[config.mk]
export PLATFORM = sky130hd
export DESIGN_NAME = mem_access_unit
export DESIGN_NICKNAME = d
export VERILOG_FILES = /design/src/rtl/mem_access_unit.sv
export SDC_FILE = /design/constraint.sdc
export NUM_CORES = 1
export LEC_CHECK = 0
export CORE_AREA = 8 8 118 120
export DETAILED_ROUTE_END_ITERATION = 8
export DIE_AREA = 0 0 126 128
export PLACE_DENSITY_LB_ADDON = 0.3
export REMOVE_ABC_BUFFERS = 1
export SLEW_MARGIN = 25
export SYNTH_ARGS = -nofsm -noshare
export SYNTH_HDL_FRONTEND = slang
export SYNTH_SLANG_ARGS = --single-unit
export TNS_END_PERCENT = 10
[constraint.sdc]
create_clock -name clk -period 4.3 [get_ports clk]
set_clock_uncertainty 0.15 [all_clocks]
set_input_delay 0.86 -clock clk [delete_from_list [all_inputs] [get_ports clk]]
set_output_delay 0.86 -clock clk [all_outputs]
set_load 0.02 [all_outputs]
[src/rtl/mem_access_unit.sv]
// MEM-stage load/store engine: serialises RV32I loads and stores onto an 8-bit,
// 1-cycle-latency memory bus and stalls the pipeline while an access is in flight.
module mem_access_unit #(
  parameter int ADDR_WIDTH = 32
) (
  input  logic                  clk,
  input  logic                  rst,
  input  logic [4:0]            mem_wd_i,
  input  logic                  mem_wreg_i,
  input  logic [31:0]           mem_wdata_i,
  input  logic [31:0]           mem_addr_i,
  input  logic [31:0]           mem_store_data_i,
  input  logic [31:0]           mem_inst_i,
  input  logic [7:0]            mem_din,
  output logic [7:0]            mem_dout,
  output logic [ADDR_WIDTH-1:0] mem_a,
  output logic                  mem_wr,
  output logic [4:0]            wd_o,
  output logic                  wreg_o,
  output logic [31:0]           wdata_o,
  output logic                  stallreq_mem
);

  localparam logic [6:0] OP_LOAD  = 7'b0000011;
  localparam logic [6:0] OP_STORE = 7'b0100011;

  typedef enum logic [1:0] {
    IDLE,
    ACCESS,
    DONE
  } state_t;

  state_t      state, state_next;
  logic [2:0]  cnt;
  logic [31:0] load_buf;
  logic [2:0]  n_bytes;
  logic        is_signed;
  logic        is_store;

  // Instruction decode
  logic [6:0]  opcode;
  logic [2:0]  funct3;
  logic        is_load_op;
  logic        is_store_op;
  logic        is_mem_op;
  logic [2:0]  dec_n;
  logic        dec_signed;

  assign opcode      = mem_inst_i[6:0];
  assign funct3      = mem_inst_i[14:12];
  assign is_load_op  = (opcode == OP_LOAD);
  assign is_store_op = (opcode == OP_STORE);
  assign is_mem_op   = is_load_op | is_store_op;
  assign dec_signed  = is_load_op & ~funct3[2];

  // Only LB/LH/LW/LBU/LHU and SB/SH/SW are defined; every other funct3 is a word access.
  always_comb begin
    case (funct3)
      3'b000:  dec_n = 3'd1;
      3'b001:  dec_n = 3'd2;
      3'b100:  dec_n = is_load_op ? 3'd1 : 3'd4;
      3'b101:  dec_n = is_load_op ? 3'd2 : 3'd4;
      default: dec_n = 3'd4;
    endcase
  end

  // Byte address and data lanes for the current ACCESS cycle
  logic [31:0] addr_k;
  logic [2:0]  cnt_m1;
  logic [7:0]  store_byte;

  assign addr_k     = mem_addr_i + {29'd0, cnt};
  assign cnt_m1     = cnt - 3'd1;
  assign store_byte = mem_store_data_i[{cnt[1:0], 3'b000} +: 8];

  logic unused_bits;
  assign unused_bits = ^{mem_inst_i[31:15], mem_inst_i[11:7], cnt_m1[2], addr_k};

  // Width/sign extension of the assembled load value
  logic [31:0] load_ext;

  always_comb begin
    case (n_bytes)
      3'd1:    load_ext = {{24{is_signed & load_buf[7]}}, load_buf[7:0]};
      3'd2:    load_ext = {{16{is_signed & load_buf[15]}}, load_buf[15:0]};
      default: load_ext = load_buf;
    endcase
  end

  // State register and datapath registers
  always_ff @(posedge clk) begin
    // NOTE: sequential state is assigned with <= so every register samples pre-edge values.
    if (rst) begin
      state     <= IDLE;
      cnt       <= 3'd0;
      load_buf  <= 32'd0;
      n_bytes   <= 3'd0;
      is_signed <= 1'b0;
      is_store  <= 1'b0;
    end else begin
      state <= state_next;
      case (state)
        IDLE: begin
          if (is_mem_op) begin
            n_bytes   <= dec_n;
            is_signed <= dec_signed;
            is_store  <= is_store_op;
            cnt       <= 3'd0;
            load_buf  <= 32'd0;
          end
        end
        ACCESS: begin
          cnt <= cnt + 3'd1;
          // Read data lags its address by one cycle, so cycle k delivers byte k-1.
          if (!is_store && cnt != 3'd0) begin
            load_buf[{cnt_m1[1:0], 3'b000} +: 8] <= mem_din;
          end
        end
        default: begin
          cnt <= 3'd0;
        end
      endcase
    end
  end

  // Next-state logic
  always_comb begin
    // NOTE: defaults first so no path through this block can infer a latch.
    state_next = state;
    case (state)
      IDLE: begin
        if (is_mem_op) state_next = ACCESS;
      end
      ACCESS: begin
        if (is_store) begin
          if (cnt == n_bytes - 3'd1) state_next = DONE;
        end else begin
          if (cnt == n_bytes) state_next = DONE;
        end
      end
      DONE:    state_next = IDLE;
      default: state_next = IDLE;
    endcase
  end

  // Bus and write-back outputs
  always_comb begin
    mem_a        = '0;
    mem_dout     = 8'd0;
    mem_wr       = 1'b0;
    stallreq_mem = 1'b0;
    wd_o         = mem_wd_i;
    wreg_o       = mem_wreg_i;
    wdata_o      = mem_wdata_i;
    if (rst) begin
      wd_o    = 5'd0;
      wreg_o  = 1'b0;
      wdata_o = 32'd0;
    end else begin
      case (state)
        IDLE: begin
          if (is_mem_op) begin
            stallreq_mem = 1'b1;
            wreg_o       = 1'b0;
            wdata_o      = 32'd0;
          end
        end
        ACCESS: begin
          stallreq_mem = 1'b1;
          wreg_o       = 1'b0;
          wdata_o      = 32'd0;
          if (cnt < n_bytes) begin
            mem_a  = addr_k[ADDR_WIDTH-1:0];
            mem_wr = is_store;
            if (is_store) mem_dout = store_byte;
          end
        end
        DONE: begin
          if (!is_store) wdata_o = load_ext;
        end
        default: begin
          wreg_o = 1'b0;
        end
      endcase
    end
  end

endmodule

Word level (Yosys, flattened, before mapping) --
Index checks and enable logic that the tools add are counted.
Operators by class: multiplexer cells 36, eq/ne operators 15, add/sub/neg operators 5, shift operators 3, reductions and logical operators 9, magnitude comparators 1, bitwise logic cells 5
Operators with widths (count):
- 2-to-1 mux 32 bit | 8
- one-hot mux 32 bit (2 select lines) | 2
- one-hot mux 32 bit (3 select lines) | 1
- adder 32 x 3 -> 32 bit | 1
- bitwise mux 32 bit | 1
- 2-to-1 mux 8 bit | 4
- variable shift 8 x 7 -> 32 bit (first input constant) | 1
- variable part select 32 x 6 -> 8 bit | 1
- variable part select 8 x 7 -> 32 bit | 1
- one-hot mux 3 bit (4 select lines) | 1
- 2-to-1 mux 3 bit | 3
- 2-to-1 mux 2 bit | 4
- == test 7 x 2 -> 1 bit (second input constant) | 1
- == test 7 x 6 -> 1 bit (second input constant) | 1
- 2-to-1 mux 1 bit | 7
- negation 5 -> 7 bit | 1
- == test 3 x 1 -> 1 bit (second input constant) | 2
- == test 3 bit | 2
- == test 3 bit (second input constant) | 2
- != test 3 bit (second input constant) | 2
- one-hot mux 3 bit (2 select lines) | 1
- AND reduction 3 bit | 2
- 2-to-1 mux 5 bit | 1
- != test 2 bit (second input constant) | 2
- 19 further kinds | 22
Word-level totals: input bits 144, word-level logic and storage cells 80, output and inout port bits 80, bits in registers 42

Depth between registers and ports, before layout --
Gate-level depths: netlist of the first run.
depth after elaboration 6, gate-level depth with buffers 8, depth with buffers taken out 7

Least setup slack after synthesis of the first run --
Ideal clock, no wire load.
path type input port to output port, from input mem_addr_i[0], to output mem_a[26], path slack 0.502 ns, arrival time 2.788 ns, cell stages on the path 7, cells stage by stage ha_1 -> inv_1 -> fa_1 -> and2b_1 -> o2111ai_1 -> or4_1 -> a21oi_1
Between the ends: word-level cells in the longest chain between the ends 4
RTL lines:
- start, declared | RTL line 11 | input logic [31:0] mem_addr_i,
- adder 32 x 3 -> 32 bit | RTL line 72 | assign addr_k = mem_addr_i + {29'd0, cnt};
- 2-to-1 mux 32 bit | RTL line 172 | if (cnt < n_bytes) begin
- 2-to-1 mux 32 bit | RTL line 160 | case (state)
- 2-to-1 mux 32 bit | RTL line 155 | if (rst) begin
- end, declared | RTL line 16 | output logic [ADDR_WIDTH-1:0] mem_a,
No other way between the ends.

Worst setup path in the final report of the first run --
from input mem_addr_i[0], to output mem_a[30]
Same word-level chain as after synthesis.

==> metrics.md, run 1 <==
| Metric | Value |
|---|---|
| Outcome | finished clean |
| Sequential standard cell area | 840.8 sq um |
| Global-route wire length before repair | 24,640 um |
| Hold Slack | 326.3 ps |
| Crit path kind | in -> out |
| Worst path cell trace | clkdlybuf4s50_1, ha_1, inv_1, fa_1, and2b_2, o2111ai_2, or4_1, a21oi_1, buf_4 |
| Max-Cap Viols | 0 |
| Mux cell area share after synthesis | 0.1346 |
| CP Capture Type | output port |
| H-tree depth | 2 |
| Die Width | 126 um |
| Post-Route WL | 15,300 um |
| Routed via count | 4,734 |
| Core region area | 0.01221 sq mm |
| Post-synthesis adder-cell area fraction | 0.04760 |
| Register bit total from synthesis | 42 |
| Synth Cell Area | 0.004100 sq mm |
| Grt ovf | 0 |
| CTS tree | yes |
| Mapped Cells | 530 |
| DP Worst Slack | -514.8 ps |
| Fin. max-slew vios | 0 |
| Multi-input logic area | 0.003110 sq mm |
| I/O pin total | 224 |
| Yosys warning count | 0 |
| Seq/Total Area, Yosys | 0.2051 |
| Area contributors post-synth | dfxtp_1 (21%), mux2i_1 (8.8%), nand2_1 (5.9%) |
| Maximum buffer depth of the clock tree | 2 |
| Simple-Gate Fraction of Synth Area | 0.3482 |
| Max_slew headroom | 0.4561 |
| Antenna Cells | 0 |
| Ys flop type | dfxtp_1 |
| Post-synthesis xor/xnor area fraction | 0.02350 |
| Final min period | 4238 ps |
| Area leader, netlist | dfxtp_1 |
| Critical path data required time | 3290 ps |
| Power per cell area | 168.9 mW/mm^2 |
| CTS Buf Count | 5 |
| Leakage power | 2.525 nW |
| Final setup slack of the worst path | 62.13 ps |
| Startpoint Class | input port |
| Wire length per cell | 17.03 um |
| Largest family of logic cells by synthesized area | simple AND/OR/NAND/NOR gates |
| CTS Sinks | 42 |
| CTS Root Cell | clkbuf_16 |
| GPL Wtd Cong | 0.8611 |
| Vias in the first global route | 4,875 |
| Post-synth EDFFs | 0 |
| Area growth from synthesis to layout | 62.25% |
| Hold WC Path Type | reg -> reg |
| RSZ-0062 raised after global routing | true |
| Hold Buf Count CTS | 0 |
| Fin. Hold Viols | 0 |
| Buf+Inv Stages, Crit Path | 3 |
| Die area | 0.01613 sq mm |
| Compound-gate portion of the synthesized area | 0.1861 |
| Share of cells above drive strength 1 | 0.1230 |
| Worst path max stage delay | 500 ps |
| CP max FO | 5 |
| # setup viols final | 0 |
| Row Count | 41 |
| DRT iter0 DRCs | 233 |
| Peak VDD IR | 0.0001399 V |
| Tcrit/Tclk final | 0.9856 |
| Mapped Avg Cell Area | 7.736 sq um |
| CP max stage cell | or4_1 |
| Die height | 128 um |
| Async SR Flop Fraction | 0 |
| Antenna viol nets, final | 0 |
| HPWL after DPL | 12,310 um |
| Reg clk slew, reported paths | 60 ps |
| Count of cell types in the netlist | 62 |
| Crit path arrival time | 3230 ps |
| Least-Margin Pin Slew | 809.6 ps |
| Total GRT Usage | 0.1815 |
| Initial Utilization | 0.3358 |
| Layout filler cell count | 1,129 |
| Drt drc | 0 |
| Max Fclk | 236.0 MHz |
| DR vias/cell | 5.272 |
| Initial antenna violation count | 0 |
| Worst skew pair latency | 280 ps |
| 1st-pass router iterations | 6 |
| Delay-heaviest family, CP | simple AND/OR/NAND/NOR gates |
| Largest net degree at the start of global routing | 27 |
| Nets | 906 |
| Synth top area share | 0.2051 |
| Port bufs | 201 |
## synth_stat cells, types with 11 or more instances
cell and count:
nor2b_1 25, a21oi_1 27, nor2_1 42, ha_1 14
o21ai_0 12, clkbuf_1 14, dfxtp_1 42, nand3_1 20
mux2i_1 36, buf_2 11, nand2b_1 33, a21o_1 12
inv_1 19, nand2_1 64, o2bb2ai_1 17
## flip-flops by register name (all words and copies together), names as in the netlist
register	count
cnt	3
n_bytes	3
is_store	1
is_signed	1
load_buf	32
state	2
## final timing paths
path	from	to	slack, ps	depth (start not counted)
setup reg to reg	cnt[0]$_SDFFE_PP0P_	load_buf[18]$_SDFFE_PP0P_	1890	6
hold / removal	load_buf[0]$_SDFFE_PP0P_	load_buf[0]$_SDFFE_PP0P_	330	2
setup / recovery	mem_addr_i[0]	mem_a[30]	60	9
hold reg to reg	load_buf[0]$_SDFFE_PP0P_	load_buf[0]$_SDFFE_PP0P_	330	2
## through the flow
stage | setup TNS, ps | power, mW | area [sq um] | util | instances
2_1_floorplan | 0 | 0.4992 | 3946 | - | 497
3_3_place_gp | -3976 | 0.6947 | 6451 | 0.5284 | 889
3_5_place_dp | -4687 | 0.6991 | 6451 | 0.5284 | 889
4_1_cts | -293.1 | 1.132 | 6635 | 0.5435 | 897
5_1_grt | -179.0 | 1.163 | 6653 | 0.5449 | 898
6_report | 0 | 1.124 | 6653 | 0.5449 | 898
## layout by cell type (no fill, tap or decap), types with 4 or more instances in the layout
cell | Yosys | layout
a211oi_1 | 4 | 4
a21o_1 | 12 | 12
a21oi_1 | 27 | 26
a221oi_1 | 8 | 8
and3_1 | 4 | 4
and4_1 | 5 | 5
buf_4 | 0 | 47
clkbuf_16 | 0 | 5
clkdlybuf4s50_1 | 0 | 178
dfxtp_1 | 42 | 42
dlygate4sd2_1 | 0 | 11
ha_1 | 14 | 14
inv_1 | 19 | 19
mux2i_1 | 36 | 36
mux4_2 | 8 | 8
nand2_1 | 64 | 64
nand2b_1 | 33 | 33
nand3_1 | 20 | 20
nand3b_1 | 9 | 9
nand4_1 | 8 | 8
nand4b_1 | 4 | 4
nor2_1 | 42 | 42
nor2b_1 | 25 | 25
nor4_1 | 9 | 5
o211ai_1 | 10 | 10
o21ai_0 | 12 | 12
o2bb2ai_1 | 17 | 16
o31ai_1 | 8 | 8
or4_1 | 7 | 6
xnor2_1 | 6 | 6
xor2_1 | 5 | 5
## what timing repair did
action,CTS,global route
setup endpoints to repair,21,32
pin swaps,0,1
resized for setup,40,27
endpoints found under the hold margin,0,0
setup buffers,0,1
## final cells by class
type,count,area share
multi-input combinational,436,0.4676
timing repair buffer,243,0.3417
sequential,42,0.1264
tap,150,0.02821
clock buffer,5,0.01881
inverter,19,0.01072
clock inverter,3,0.006583
## worst min-delay path: stages, from the launching register on
cell	delay (ps)
dfxtp_1	310
nand2b_1	60
o21ai_0	60
## power breakdown
group / total (mW) / switching, mW / leakage (nW) / internal, mW
clock: 0.430 / 0.155 / 0.0842 / 0.275
sequential: 0.391 / 0.000928 / 0.338 / 0.390
combinational: 0.304 / 0.119 / 2.10 / 0.185
total: 1.12 / 0.275 / 2.52 / 0.849
## logic make-up (layout without fill, tap and decap cells)
logic type | count (synthesis) | after routing
and+or+nand+nor | 255 | 255
xor gates and xnor gates | 11 | 11
adders and majority gates | 15 | 15
DFF | 42 | 42
buffers and inverters | 52 | 270
muxes | 45 | 45
AOI/OAI and AO/OA | 110 | 110
## per-layer routing
metal / global-route usage / up-vias / wire [um] / share of wire
li1: - / 2358 / - / -
met1: 0.2159 / 2220 / 6607 / 0.43
met2: 0.3256 / 136 / 7658 / 0.50
met3: 0.04160 / 20 / 781 / 0.051
met4: 0.03751 / 0 / 249 / 0.016
met5: 0 / - / 0 / 0
No activity file was read; power rests on OpenSTA's default activity.
==> inputs of run 2 (changes only) <==
Settings changed: CAP_MARGIN set to 30, CORE_AREA 8 8 118 120 to 2 2 112 114, DIE_AREA 0 0 126 128 to 0 0 114 116.
==> run 2 against run 1 <==
  * Hold slack better by 2.7 ps
  * Final cell count shrank 0.45%
  * Total power is 0.24% higher
  * Global-route usage increased by 3.2 points
  * Clock power about the same
  * Setup slack gained 14 ps
  * Sequential share of layout area fell by 0.14 points
  * Via count increased by 1.3%
  * First-iteration DRC count up 10%
  * Combinational power about the same
  * Sequential cell count stayed put
  * Routed wire length is 5.9% lower
  * Critical endpoint is now mem_a[26]
==> metrics.md, run 2 (synthesis results as in run 1) <==
| Metric | Value |
|---|---|
| Grt ovf | 0 |
| Setup_tns | 0 ps |
| Hold Buf Count CTS | 0 |
| Largest net degree at the start of global routing | 25 |
| CTS Buf Count | 5 |
| Hold wc startpoint | load_buf[3]$_SDFFE_PP0P_ |
| Post-Route WL | 14,390 um |
| CTS Root Cell | clkbuf_16 |
| Max_slew headroom | 0.4637 |
| # setup viols final | 0 |
| Worst skew pair latency | 280 ps |
| Global-route wire length before repair | 23,370 um |
| Routed via count | 4,797 |
| RR Startpoint | cnt[0]$_SDFFE_PP0P_ |
| Nets | 905 |
| DRT iter0 DRCs | 257 |
| Fin. max-slew vios | 0 |
| Vias in the first global route | 4,817 |
| CP Capture Type | output port |
| Maximum buffer depth of the clock tree | 2 |
| Finished Cell Area | 0.006726 sq mm |
| CTS tree | yes |
| H-tree depth | 2 |
| RSZ-0062 raised after global routing | true |
| Least-Margin Pin Slew | 798.3 ps |
| Fin. Hold Viols | 0 |
| Critical path data required time | 3290 ps |
| Max-Cap Viols | 0 |
| Area growth from synthesis to layout | 64.05% |
| CP max FO | 5 |
| Hold Slack | 328.9 ps |
| Share of cells above drive strength 1 | 0.1258 |
| I/O pin total | 224 |
| GPL Wtd Cong | 0.9077 |
| Critical Path Start | mem_addr_i[0] |
| Drt drc | 0 |
| Initial Utilization | 0.3442 |
| Initial antenna violation count | 0 |
| Die height | 116 um |
| Largest Register | load_buf |
| Antenna Cells | 0 |
| Reg-to-reg setup timing slack | 1880 ps |
| Die Width | 114 um |
| Most common cell after layout, fill and taps aside | clkdlybuf4s50_1 |
| 1st-pass router iterations | 4 |
| DR vias/cell | 5.366 |
| Leakage power | 2.639 nW |
| Wire length per cell | 16.10 um |
| Tcrit/Tclk final | 0.9824 |
| Largest register FFs | 32 |
| HPWL after DPL | 11,310 um |
| Antenna viol nets, final | 0 |
| Hold WC Path Type | reg -> reg |
| Die area | 0.01322 sq mm |
| Crit path kind | in -> out |
| Placed inst area | 0.006467 sq mm |
| Total power | 1.126 mW |
| Peak VDD IR | 0.0001758 V |
| Startpoint Class | input port |
| Power per cell area | 167.5 mW/mm^2 |
| Most frequent cells in the layout | clkdlybuf4s50_1 (176), nand2_1 (64), buf_4 (43) |
| Largest registers | load_buf: 32 flops, cnt: 3 flops, n_bytes: 3 flops |
| Row Count | 40 |
| Reg clk slew, reported paths | 60 ps |
| Outcome | finished clean |
| Total GRT Usage | 0.2136 |
| Port bufs | 201 |
| Crit path arrival time | 3210 ps |
| Final min period | 4224 ps |
| Max Fclk | 236.7 MHz |
| Core region area | 0.01191 sq mm |
| CTS Sinks | 42 |
run 2: power breakdown:
group / internal (mW) / switching (mW) / total [mW]
sequential: 0.390 / 0.000469 / 0.390
clock: 0.274 / 0.156 / 0.431
combinational: 0.186 / 0.119 / 0.306
run 2: worst paths after layout:
kind,end,cells past startpoint
hold / removal,load_buf[3]$_SDFFE_PP0P_,2
setup reg to reg,load_buf[22]$_SDFFE_PP0P_,6
hold reg to reg,load_buf[3]$_SDFFE_PP0P_,2
setup / recovery,mem_a[26],9
run 2: area by class of cell:
| class | instances | area [sq um] |
|---|---|---|
| Fill cell | 1079 | 5185 |
| Multi-Input combinational cell | 436 | 3137 |
| Timing Repair Buffer | 242 | 2327 |
| Sequential cell | 42 | 840.8 |
| Tap cell | 147 | 183.9 |
| Clock buffer | 6 | 128.9 |
| Inverter | 19 | 71.32 |
| Clock inverter | 2 | 37.54 |
run 2: worst max-delay path, stage by stage:
cell	delay (ps)
clkdlybuf4s50_1	460
ha_1	170
inv_1	60
fa_1	370
and2b_4	320
o2111ai_4	160
or4_1	510
a21oi_1	160
buf_4	160
run 2: what timing repair did:
action                                  CTS  global route
endpoints found under the hold margin     0             0
gates resized for setup                  35            39
pin swaps                                 0             1
buffers inserted                          0             1
endpoints found under the setup margin   26            25
run 2: through the flow:
stage / utilization / worst slack [ps] / cells
after global placement: 0.5430 / -362.4 / 885
after CTS: 0.5591 / -77.66 / 893
after detailed placement: 0.5430 / -461.1 / 885
after floorplan: - / 432.8 / 497
after global routing: 0.5647 / -55.47 / 894
final: 0.5647 / 75.81 / 894
run 2: per-layer routing:
layer,vias to the layer above,track usage,wire length (um)
li1,2355,-,-
met1,2257,0.2716,6253
met2,177,0.3829,7116
met3,8,0.03609,923
met4,0,0.04146,95
met5,-,0,0
